**src/rtl/display_9_digitos.sv**
```systemverilog
// Nine-digit multiplexed 7-segment driver for the stopwatch.
// Once per frame it takes a snapshot of the BCD digits and scans them onto
// a common 9-anode display. Every output is registered and active-low.
module display_9_digitos #(
  parameter int REFRESH_DIV = 50000,
  parameter int BLANK_CYC   = 16
) (
  input  logic        clk,
  input  logic        rst_n,
  input  logic        enable,
  input  logic        blank_lz,
  input  logic [35:0] digitos,
  output logic [8:0]  an,
  output logic [6:0]  seg,
  output logic        dp
);

  localparam int CNT_W = $clog2(REFRESH_DIV);

  logic [CNT_W-1:0] cnt_q, cnt_d;
  logic [3:0]       idx_q, idx_d;
  logic [35:0]      snap_q, snap_d;
  logic [8:0]       an_q, an_d;
  logic [6:0]       seg_q, seg_d;
  logic             dp_q, dp_d;

  logic [5:0]       shamt;
  logic [3:0]       dig;
  logic             blank_dig;
  logic [6:0]       seg_dec;

  // Select the current digit and decide whether leading-zero blanking applies.
  // Digits idx..8 are all zero exactly when the snapshot shifted down by
  // 4*idx is zero.
  always_comb begin
    shamt     = {idx_q, 2'b00};
    dig       = snap_q[shamt +: 4];
    blank_dig = blank_lz && (idx_q >= 4'd4) && ((snap_q >> shamt) == 36'd0);
  end

  // Convert BCD to active-low gfedcba. Non-BCD nibbles show a dash.
  always_comb begin
    seg_dec = 7'h3F;
    case (dig)
      4'd0: seg_dec = 7'h40;
      4'd1: seg_dec = 7'h79;
      4'd2: seg_dec = 7'h24;
      4'd3: seg_dec = 7'h30;
      4'd4: seg_dec = 7'h19;
      4'd5: seg_dec = 7'h12;
      4'd6: seg_dec = 7'h02;
      4'd7: seg_dec = 7'h78;
      4'd8: seg_dec = 7'h00;
      4'd9: seg_dec = 7'h10;
      default: seg_dec = 7'h3F;
    endcase
  end

  // Advance the slot and digit counters, refresh the snapshot, and compute
  // the next pin values. The output is dark unless we are past the
  // anti-ghosting window of the slot.
  always_comb begin
    cnt_d  = cnt_q;
    idx_d  = idx_q;
    snap_d = snap_q;
    an_d   = 9'h1FF;
    seg_d  = 7'h7F;
    dp_d   = 1'b1;
    if (!enable) begin
      cnt_d  = '0;
      idx_d  = 4'd0;
      snap_d = digitos;
    end else begin
      if (cnt_q == CNT_W'(REFRESH_DIV - 1)) begin
        cnt_d = '0;
        if (idx_q == 4'd8) begin
          idx_d  = 4'd0;
          snap_d = digitos;
        end else begin
          idx_d = idx_q + 4'd1;
        end
      end else begin
        cnt_d = cnt_q + CNT_W'(1);
      end
      if ((cnt_q >= CNT_W'(BLANK_CYC)) && !blank_dig) begin
        an_d  = ~(9'b1 << idx_q);
        seg_d = seg_dec;
        dp_d  = !((idx_q == 4'd3) || (idx_q == 4'd5) || (idx_q == 4'd7));
      end
    end
  end

  // State and output registers with synchronous reset.
  always_ff @(posedge clk) begin
    if (!rst_n) begin
      cnt_q  <= '0;
      idx_q  <= 4'd0;
      snap_q <= 36'd0;
      an_q   <= 9'h1FF;
      seg_q  <= 7'h7F;
      dp_q   <= 1'b1;
    end else begin
      cnt_q  <= cnt_d;
      idx_q  <= idx_d;
      snap_q <= snap_d;
      an_q   <= an_d;
      seg_q  <= seg_d;
      dp_q   <= dp_d;
    end
  end

  assign an  = an_q;
  assign seg = seg_q;
  assign dp  = dp_q;

endmodule

```
**config.mk**
```make
export PLATFORM = sky130hd
export DESIGN_NAME = display_9_digitos
export DESIGN_NICKNAME = d
export VERILOG_FILES = /design/src/rtl/display_9_digitos.sv
export SDC_FILE = /design/constraint.sdc
export NUM_CORES = 1
export LEC_CHECK = 0
export BUFFER_PORTS_ARGS = -buffer_cell sky130_fd_sc_hd__buf_2
export CAP_MARGIN = 20
export CORE_ASPECT_RATIO = 1.1
export CORE_MARGIN = 1.5
export CORE_UTILIZATION = 30
export DETAILED_ROUTE_END_ITERATION = 7
export MAX_ROUTING_LAYER = met4
export PLACE_DENSITY_LB_ADDON = 0.15
export SYNTH_ARGS = -nofsm -noshare
export SYNTH_HDL_FRONTEND = slang
export SYNTH_SLANG_ARGS = --single-unit
```
**constraint.sdc**
```tcl
create_clock -name clk -period 4.6 [get_ports clk]
set_clock_uncertainty 0.1 [all_clocks]
set_input_delay 0 -clock clk [delete_from_list [all_inputs] [get_ports clk]]
set_output_delay 0 -clock clk [all_outputs]
set_load 0.03 [all_outputs]
```
==> metrics list, run 1 <==
- The tree built by TritonCTS fans out to 73 sinks.
* Setup TNS: 0 ns
- The count of final hold-check violations was 0.
- Insertion delay of the later-clocked pin in the worst-skew pair: ~0.33 ns
* Final worst-path setup slack: between 1 and 1.5 ns
- Slew at the pin with the worst max-slew slack: ~0.72 ns
- After the last flow step, the layout net total stands at slightly below 500.
* Worst max-slew margin expressed relative to the limit: 51.0%
- Routed wire length per instance: roughly 13 um
- Width of the chip: ~110 um
- The first global-routing pass estimated between 10 and 15 mm of wire.
- Category of the worst setup path capture point: register
- In the global route stage, overall resource usage came out at ~15%.
- The critical path contains buffers and inverters numbering 2 combined.
- Startpoint type of the worst setup path: register
* Setup WS pre-CTS: around 1.4 ns
* Wire length after detailed routing: ~8 mm
- Die outline area: roughly 12000 um2
* Via density per instance: between 4 and 5
- The detailed router placed 2709 vias in this run.
- For this run, the register share of the synthesized area comes to between 40% and 50%.
* Num CTS Buffers: 9
- Traced cell by cell, the critical path runs through buf_4, nor4b_1, a22oi_1, o211ai_1, inv_1, ha_1, nand3_1, o41a_1, o21ai_0.
- Filler cell count in the final layout: approximately 1.2k
* Startpoint-to-endpoint class of the critical path: register to register
* Detailed Place HPWL: between 5 and 6 mm
- Synth Flop Type: sky130_fd_sc_hd__dfxtp_1
* Post-synth EDFFs: 0
- Outcome: completed
* Crit-path slowest cell: sky130_fd_sc_hd__nor4b_1
- The via count of the first global-routing pass came to between 2k and 3k.
- Of all nets on the critical path, the largest fanout is 13.
* Share of final-layout standard cells stronger than drive strength 1: approximately 20%
- The tree is rooted in a sky130_fd_sc_hd__clkbuf_16.
- Commonest cells after routing, fill and taps aside: 73 x sky130_fd_sc_hd__dfxtp_1, 56 x sky130_fd_sc_hd__buf_2, 42 x sky130_fd_sc_hd__mux2i_1
- Register area: 1460 um2
* Clock-pin transition on the worst setup and hold timing paths: roughly 0.05 ns
- After synthesis the netlist holds a flip-flop and latch count of 73.
- Relative to the synthesized area, the layout overhead comes to 30.5%.
* Path class of the lowest-slack min-delay path: input pin to register
- The count of buffers added on input and output ports is 56.
- Summed over all cells, the static leakage comes to between 0.0015 and 0.002 uW.
- Initial cell density of the core: 30.5%
* Number of H-tree levels: 3
- Counting distinct cell types in the post-synthesis netlist gives 50.
- Once layout is done, the placed cells without fillers occupy 4530 um2.
* Cell Pwr Density: 344 nW/um2
- During synthesis, Yosys emitted a total of 0 warnings.
* Residual overflow from global routing: 0
* Number of DRC violations after detailed-routing iteration 0: 99
* FP Rows: 41
- When the netlist entered floorplanning its net count stood at between 400 and 500.
- Crit path time final: ~3.3 ns
- Placeable core region: 11400 um2
- Leaving out fill and tap cells, the most frequent cell in the layout is sky130_fd_sc_hd__dfxtp_1.
- Required time of the worst setup path: ~4.7 ns
- Setup repair after global routing left no endpoint under its margin.
- The clock passes through at most 2 buffers.
- Largest stage delay on the critical path: around 0.67 ns
- Grouping stages by cell kind, the critical path spends the most delay in compound AO/OA/AOI/OAI gates.
- In this run the vertical extent of the chip is approximately 120 um.
* Antenna violations before repair: 0
- Maximum achievable frequency: 306 MHz
- Final slew viol count: 0
- The multi-input combinational cells in the finished layout cover a total of approximately 1800 um2.
* Portion of the clock cycle consumed by the worst path in the final layout: between 70% and 80%
- Entering global routing, the biggest net connects 39 pins.
- CTS tree: built
- Async S/R FF share, synth: 0%
* Final number of setup-violating endpoints: 0
- At the worst endpoint, the arrival time is 3.35 ns.
- IR analysis of the VDD net gives a maximum drop of roughly 0.00015 V.
- Remaining antenna violation count: 0
- Synthesis handed over a netlist of roughly 350 instances.
* Inserted Diodes: 0
- Post-cts repair resize count: 0
- Area after DPL: about 3800 um2
- Number of placed I/O pins: 57
* Number of buffers inserted to repair setup after CTS: 0
- For this run, the detailed router's first-pass iteration total came to 4.
* MaxCap Viol Count: 0
- Post-detailed-route DRC marker count: 0
* Final weighted congestion in routability-driven placement: 0.821
- The cell area that synthesis handed to floorplanning was between 3000 and 4000 um2.
- Average footprint of a synthesized cell: 9.84 um2
layout make-up:
class | instances | area share, %
multi-input cells | 250 | 40.6
flip-flops and latches | 73 | 32.2
repair buffers | 95 | 14.7
clock buffers | 11 | 5.58
well taps | 150 | 4.14
clock inverters | 5 | 1.71
inverters | 13 | 1.08
per-layer routing:
layer,up-vias,share of wire (%),global-route usage (%)
li1,1408,-,-
met1,1242,49,18.5
met2,48,45,22.4
met3,11,4.1,3.54
met4,0,1.7,6.13
met5,-,0,-
worst register-to-register path, cell delays in order (launching register included):
cell and delay [ns]:
sky130_fd_sc_hd__dfxtp_1 0.47, sky130_fd_sc_hd__buf_4 0.27, sky130_fd_sc_hd__nor4b_1 0.67, sky130_fd_sc_hd__a22oi_1 0.19
sky130_fd_sc_hd__o211ai_1 0.28, sky130_fd_sc_hd__inv_1 0.14, sky130_fd_sc_hd__ha_1 0.28, sky130_fd_sc_hd__nand3_1 0.11
sky130_fd_sc_hd__o41a_1 0.44, sky130_fd_sc_hd__o21ai_0 0.17
sequential cells by signal, indices dropped and copies added (netlist names):
signal	count
idx_q	4
an	9
snap_q	36
cnt_q	16
seg	7
dp	1
kinds of logic after synthesis:
| kind of cell | after synthesis | share of synthesized area [%] |
|---|---|---|
| XOR/XNOR | 14 | 3.53 |
| AND/OR/NAND/NOR | 142 | 22.1 |
| multiplexers | 52 | 16.3 |
| adder cells (fa/ha/maj) | 12 | 4.32 |
| AO/OA/AOI/OAI | 30 | 6.20 |
| flip-flops | 73 | 42.1 |
| buffers and inverters | 30 | 5.44 |
Yosys cell counts (all sizes together), types with 2 or more instances:
master / count / share of area (%)
nor3b: 3 / 0.65
nand2: 21 / 2.3
mux2i: 42 / 12
nor3: 12 / 1.7
nor4: 7 / 1.7
nand4: 3 / 0.54
o31ai: 3 / 0.65
nor2: 29 / 3.1
nand3: 13 / 1.9
and3: 3 / 0.58
mux4: 3 / 1.9
nor2b: 37 / 6.7
buf: 12 / 3.2
clkbuf: 5 / 0.83
mux2: 7 / 2.3
a21oi: 8 / 1.2
dfxtp: 73 / 42
or3: 2 / 0.40
or4: 2 / 0.54
o211ai: 2 / 0.43
nand3b: 3 / 0.65
and2: 3 / 0.54
xnor2: 8 / 2.0
o2111ai: 2 / 0.50
xor2: 6 / 1.5
ha: 12 / 4.3
o21ai: 5 / 0.72
inv: 13 / 1.4
final timing paths:
check	cells after the start	slack [ns]	from	to
worst min register to register	1	0.36	cnt_q[0]	cnt_q[0]
worst min-delay path	3	0.01	enable	idx_q[3]
worst max register to register	9	1.33	idx_q[0]	seg[1]
worst max-delay path	9	1.33	idx_q[0]	seg[1]
power breakdown:
group / internal [uW] / switching (uW)
combinational: 71.9 / 53.5
clock: 502 / 263
sequential: 652 / 14.9
metrics by stage:
step                util (%)  instances  hold slack [ns]  total power [uW]
floorplan                  -        353           0.0662               749
global placement        33.6        544            0.152               781
detailed placement      33.6        544            0.161               783
CTS                     39.8        597          0.00458              1580
global route            39.8        597           0.0362              1630
finish                  39.8        597           0.0125              1560
timing repair:
action                                  in CTS  in global routing
endpoints found under the setup margin       0                  0
hold buffers                                37                  0
hold endpoints to repair                    37                  0
Note: power is estimated with default switching activity, not from simulation.
==> run 2, diff against run 1 <==
- ABC_AREA: not set -> 1
- clock period: 4.6 -> 3.38 ns (I/O delays scaled with it)
==> run 2 against run 1 <==
  * Largest power group is now sequential cells
  * Critical path type unchanged
  * Synthesized area is 4.8% higher
  * Highest routed layer unchanged
  * Core utilization fell by 1.1 points
  * Register-to-register slack lost 0.73 ns
  * Sequential cell count did not move
  * Total power increased by 27%
  * Fmax rose by 17%
  * Largest cell class unchanged
  * Global-route usage is 0.35 points higher
  * Critical path depth grew 1
==> metrics list, run 2 <==
- Maximum fanout count along the critical path: 17 (+4)
* Most used standard cells in the synthesized netlist: 93 x sky130_fd_sc_hd__nand2_1, 74 x sky130_fd_sc_hd__nor2_1, 73 x sky130_fd_sc_hd__dfxtp_1
- The via count of the first global-routing pass was 3208 (+23%).
- The leakage power is 0.00196 uW (+9.3%).
- The number of synthesis warnings came to 0 (unchanged).
- Count leader, synth: sky130_fd_sc_hd__nand2_1
* Most frequent standard cell in the layout excluding fill and tap cells: sky130_fd_sc_hd__nand2_1
- The fill cell instance count of the final layout came to 1277 (+10%).
- The vertical extent of the die was 119 um (+2.3%).
- The number of buffers added on ports was 56 (unchanged).
- The total number of clock tree sinks is 73 (unchanged).
- Number of DRC violations after detailed-routing iteration 0: 100 (+1.0%)
- The total routing usage reported by global routing came to 15.0% (+0.35 points).
* Final worst-path setup slack: 0.599 ns (-0.734 ns)
- The die width is 108 um (+2.3%).
- Leading post-synthesis cells by cell area: sky130_fd_sc_hd__dfxtp_1 40%, sky130_fd_sc_hd__nand2_1 9.6%, sky130_fd_sc_hd__nor2_1 7.6%, sky130_fd_sc_hd__a21oi_1 6.5%, sky130_fd_sc_hd__o21ai_0 6.3%
- The worst setup path is captured at a register.
* Async S/R FF share, synth: 0% (unchanged)
- The number of diodes added for antenna fixing came to 0 (unchanged).
- Register-to-register setup slack: 0.60 ns (-0.73 ns)
- The sequential-to-total area share from yosys stat came to 40.1% (-1.9 points).
* Setup WS pre-CTS: 0.586 ns (-0.771 ns)
- The number of nets produced by synthesis came to 571 (+41%).
- The number of design rule violations left after detail routing came to 0 (unchanged).
* Detailed Place HPWL: 6.30 mm (+10%)
- Die outline area: 12800 um2 (+4.7%)
* Commonest cells after routing, fill and taps aside: 93 x sky130_fd_sc_hd__nand2_1, 74 x sky130_fd_sc_hd__nor2_1, 73 x sky130_fd_sc_hd__dfxtp_1
- Initial cell density of the core: 30.5% (about the same)
* Wire length after detailed routing: 8.76 mm (+8.9%)
- Path class of the lowest-slack min-delay path: input pin to register
* Max reg flops: 36 (unchanged)
* Root buffer selected by CTS: sky130_fd_sc_hd__clkbuf_16
* Unrepaired setup endpoints after global routing: no
- Setup TNS: 0 ns (unchanged)
- Maximum number of pins on one net before global-route repair: 39 (unchanged)
- Drt pass-1 iters: 4 (unchanged)
* Clock-pin transition on the worst setup and hold timing paths: 0.06 ns (about the same)
- The number of different library cells in the post-synthesis netlist came to 33 (-34%).
- The startpoint identified for the worst register-to-register timing path is idx_q[1].
- Netlist Area Pre-Place: 3640 um2 (+4.8%)
- Number of buffers inserted to repair setup after CTS: 0 (unchanged)
- The routed via count divided by cell count is 4.45 (-1.9%).
- Layout overhead on the synthesized area: 26.7%
- The number of resized instances in the post-cts repair step was 0 (unchanged).
- First-pass GRT wire length: 14.9 mm (+11%)
- The shortest period the worst path allows is 2.78 ns (-0.486 ns).
* Hold Startpoint: rst_n
* FP Rows: 42 (+2.4%)
* Hold buffers post-CTS: 36 (-2.7%)
- Num CTS Buffers: 9 (unchanged)
- The global placer's final weighted congestion is 0.915 (+11%).
- Ranked by flip-flop count, first place goes to snap_q.
- The total congestion overflow was 0 (unchanged).
- The placeable core region was 11900 um2 (+4.7%).
- The setup path with the least slack is of type register to register.
* Worst Hold End: snap_q[11]
- Number of synthesized register bits: 73 (unchanged)
* Longest Clk Path Bufs: 2 (unchanged)
- Final slew viol count: 0 (unchanged)
- Cell Pwr Density: 428 nW/um2 (+25%)
- In the synthesized netlist the dominant register cell turns out to be sky130_fd_sc_hd__dfxtp_1.
- Worst max-slew margin expressed relative to the limit: 56.9% (+5.9 points)
- The endpoint arrival time on the critical path came to 2.87 ns (-0.48 ns).
- The count of flip-flops with a built-in enable after synthesis came to 0 (unchanged).
- Worst reg2reg path endpoint: dp
* Number of placed I/O pins: 57 (unchanged)
* Share of final-layout standard cells stronger than drive strength 1: 16.6% (-3.7 points)
- The number of instances in the synthesized netlist came to 519 (+47%).
* Synth area leader: sky130_fd_sc_hd__dfxtp_1
- Maximum achievable frequency: 360 MHz (+17%)
- Startpoint type of the worst setup path: register
- Number of H-tree levels: 3 (unchanged)
- Required time of the worst setup path: 3.47 ns (-1.22 ns)
- Final number of setup-violating endpoints: 0 (unchanged)
- Remaining antenna violation count: 0 (unchanged)
- MaxCap Viol Count: 0 (unchanged)
* Total vias in the final route: 3386 (+25%)
* Final number of hold-violating endpoints: 0 (unchanged)
- Yosys top cell area share: 40.1% (-1.9 points)
- Count of cells along the worst hold path: 3 (unchanged)
* Portion of the clock cycle consumed by the worst path in the final layout: 82.3% (+11 points)
- Peak supply drop: 0.000203 V (+38%)
- The length in cells of the worst reg-to-reg path is 10 (+1).
- The pin slew with the least headroom to its limit is 0.646 ns (-0.0788 ns).
* Average footprint of a synthesized cell: 7.02 um2 (-29%)
- The number of nets at the end of the flow came to 654 (+32%).
- The per-cell routed wire length was 11.5 um (-15%).
* Outcome: completed
- TritonCTS built the clock tree.
- The insertion delay to the later sink of the worst-skew pair was 0.33 ns (about the same).
* Antenna violations before repair: 0 (unchanged)
## run 2: cell type report
| cell class | instances | area, um2 | share of cell area (%) |
|---|---|---|---|
| Clock buffer | 12 | 246 | 5.34 |
| Clock inverter | 4 | 28.8 | 0.624 |
| Inverter | 62 | 240 | 5.21 |
| Multi-Input combinational cell | 361 | 1780 | 38.6 |
| Sequential cell | 73 | 1460 | 31.7 |
| Tap cell | 154 | 193 | 4.18 |
| Timing Repair Buffer | 95 | 663 | 14.4 |
## run 2: kinds of logic after synthesis
group	after synthesis	synth area share [%]
adder cells (fa/ha/maj)	12	4.12
flip-flops	73	40.1
AO/OA/AOI/OAI	106	15.4
buffers and inverters	85	11.0
AND/OR/NAND/NOR	243	29.3
## run 2: through the flow
| stage | utilization (%) | total power, uW | cells | instance area (um2) | hold slack [ns] |
|---|---|---|---|---|---|
| detailed placement | 33.3 | 1090 | 709 | 3980 | 0.126 |
| finish | 38.7 | 1980 | 761 | 4610 | 0.104 |
| CTS | 38.7 | 2000 | 761 | 4610 | 0.0879 |
| global placement | 33.3 | 1090 | 709 | 3980 | 0.118 |
| global route | 38.7 | 2080 | 761 | 4610 | 0.139 |
| floorplan | - | 1030 | 519 | 3640 | 0.0317 |
## run 2: worst max-delay path by stage
| stage | cells past startpoint | end | startpoint |
|---|---|---|---|
| after floorplan | 14 | seg[6] | idx_q[0] |
| after global placement | 12 | dp | idx_q[0] |
| after detailed placement | 10 | dp | idx_q[1] |
| after CTS | 10 | dp | idx_q[1] |
| after global routing | 10 | an[0] | idx_q[1] |
| final | 10 | dp | idx_q[1] |
## run 2: metal layers
| layer | GRT usage (%) | up-vias | routed length (um) |
|---|---|---|---|
| met2 | 21.2 | 54 | 3610 |
| met4 | 4.69 | 0 | 112 |
| li1 | - | 1840 | - |
| met5 | - | - | 0 |
| met1 | 20.9 | 1483 | 4750 |
| met3 | 3.75 | 9 | 284 |
## run 2: power by group
part	leakage, uW	switching (uW)	internal (uW)
combinational	0.00123	96.6	88.7
sequential	0.000598	22.2	892
clock	0.000129	359	517
## run 2: worst max-delay path: stages (launching register included)
cell                      delay, ns
sky130_fd_sc_hd__dfxtp_1       0.61
sky130_fd_sc_hd__inv_1         0.32
sky130_fd_sc_hd__nand3_1       0.17
sky130_fd_sc_hd__nand3_1       0.08
sky130_fd_sc_hd__nand3_1       0.21
sky130_fd_sc_hd__inv_1         0.11
sky130_fd_sc_hd__ha_1          0.25
sky130_fd_sc_hd__nand4_2       0.12
sky130_fd_sc_hd__nor2_2        0.06
sky130_fd_sc_hd__a21oi_4       0.47
sky130_fd_sc_hd__nand2_1       0.11
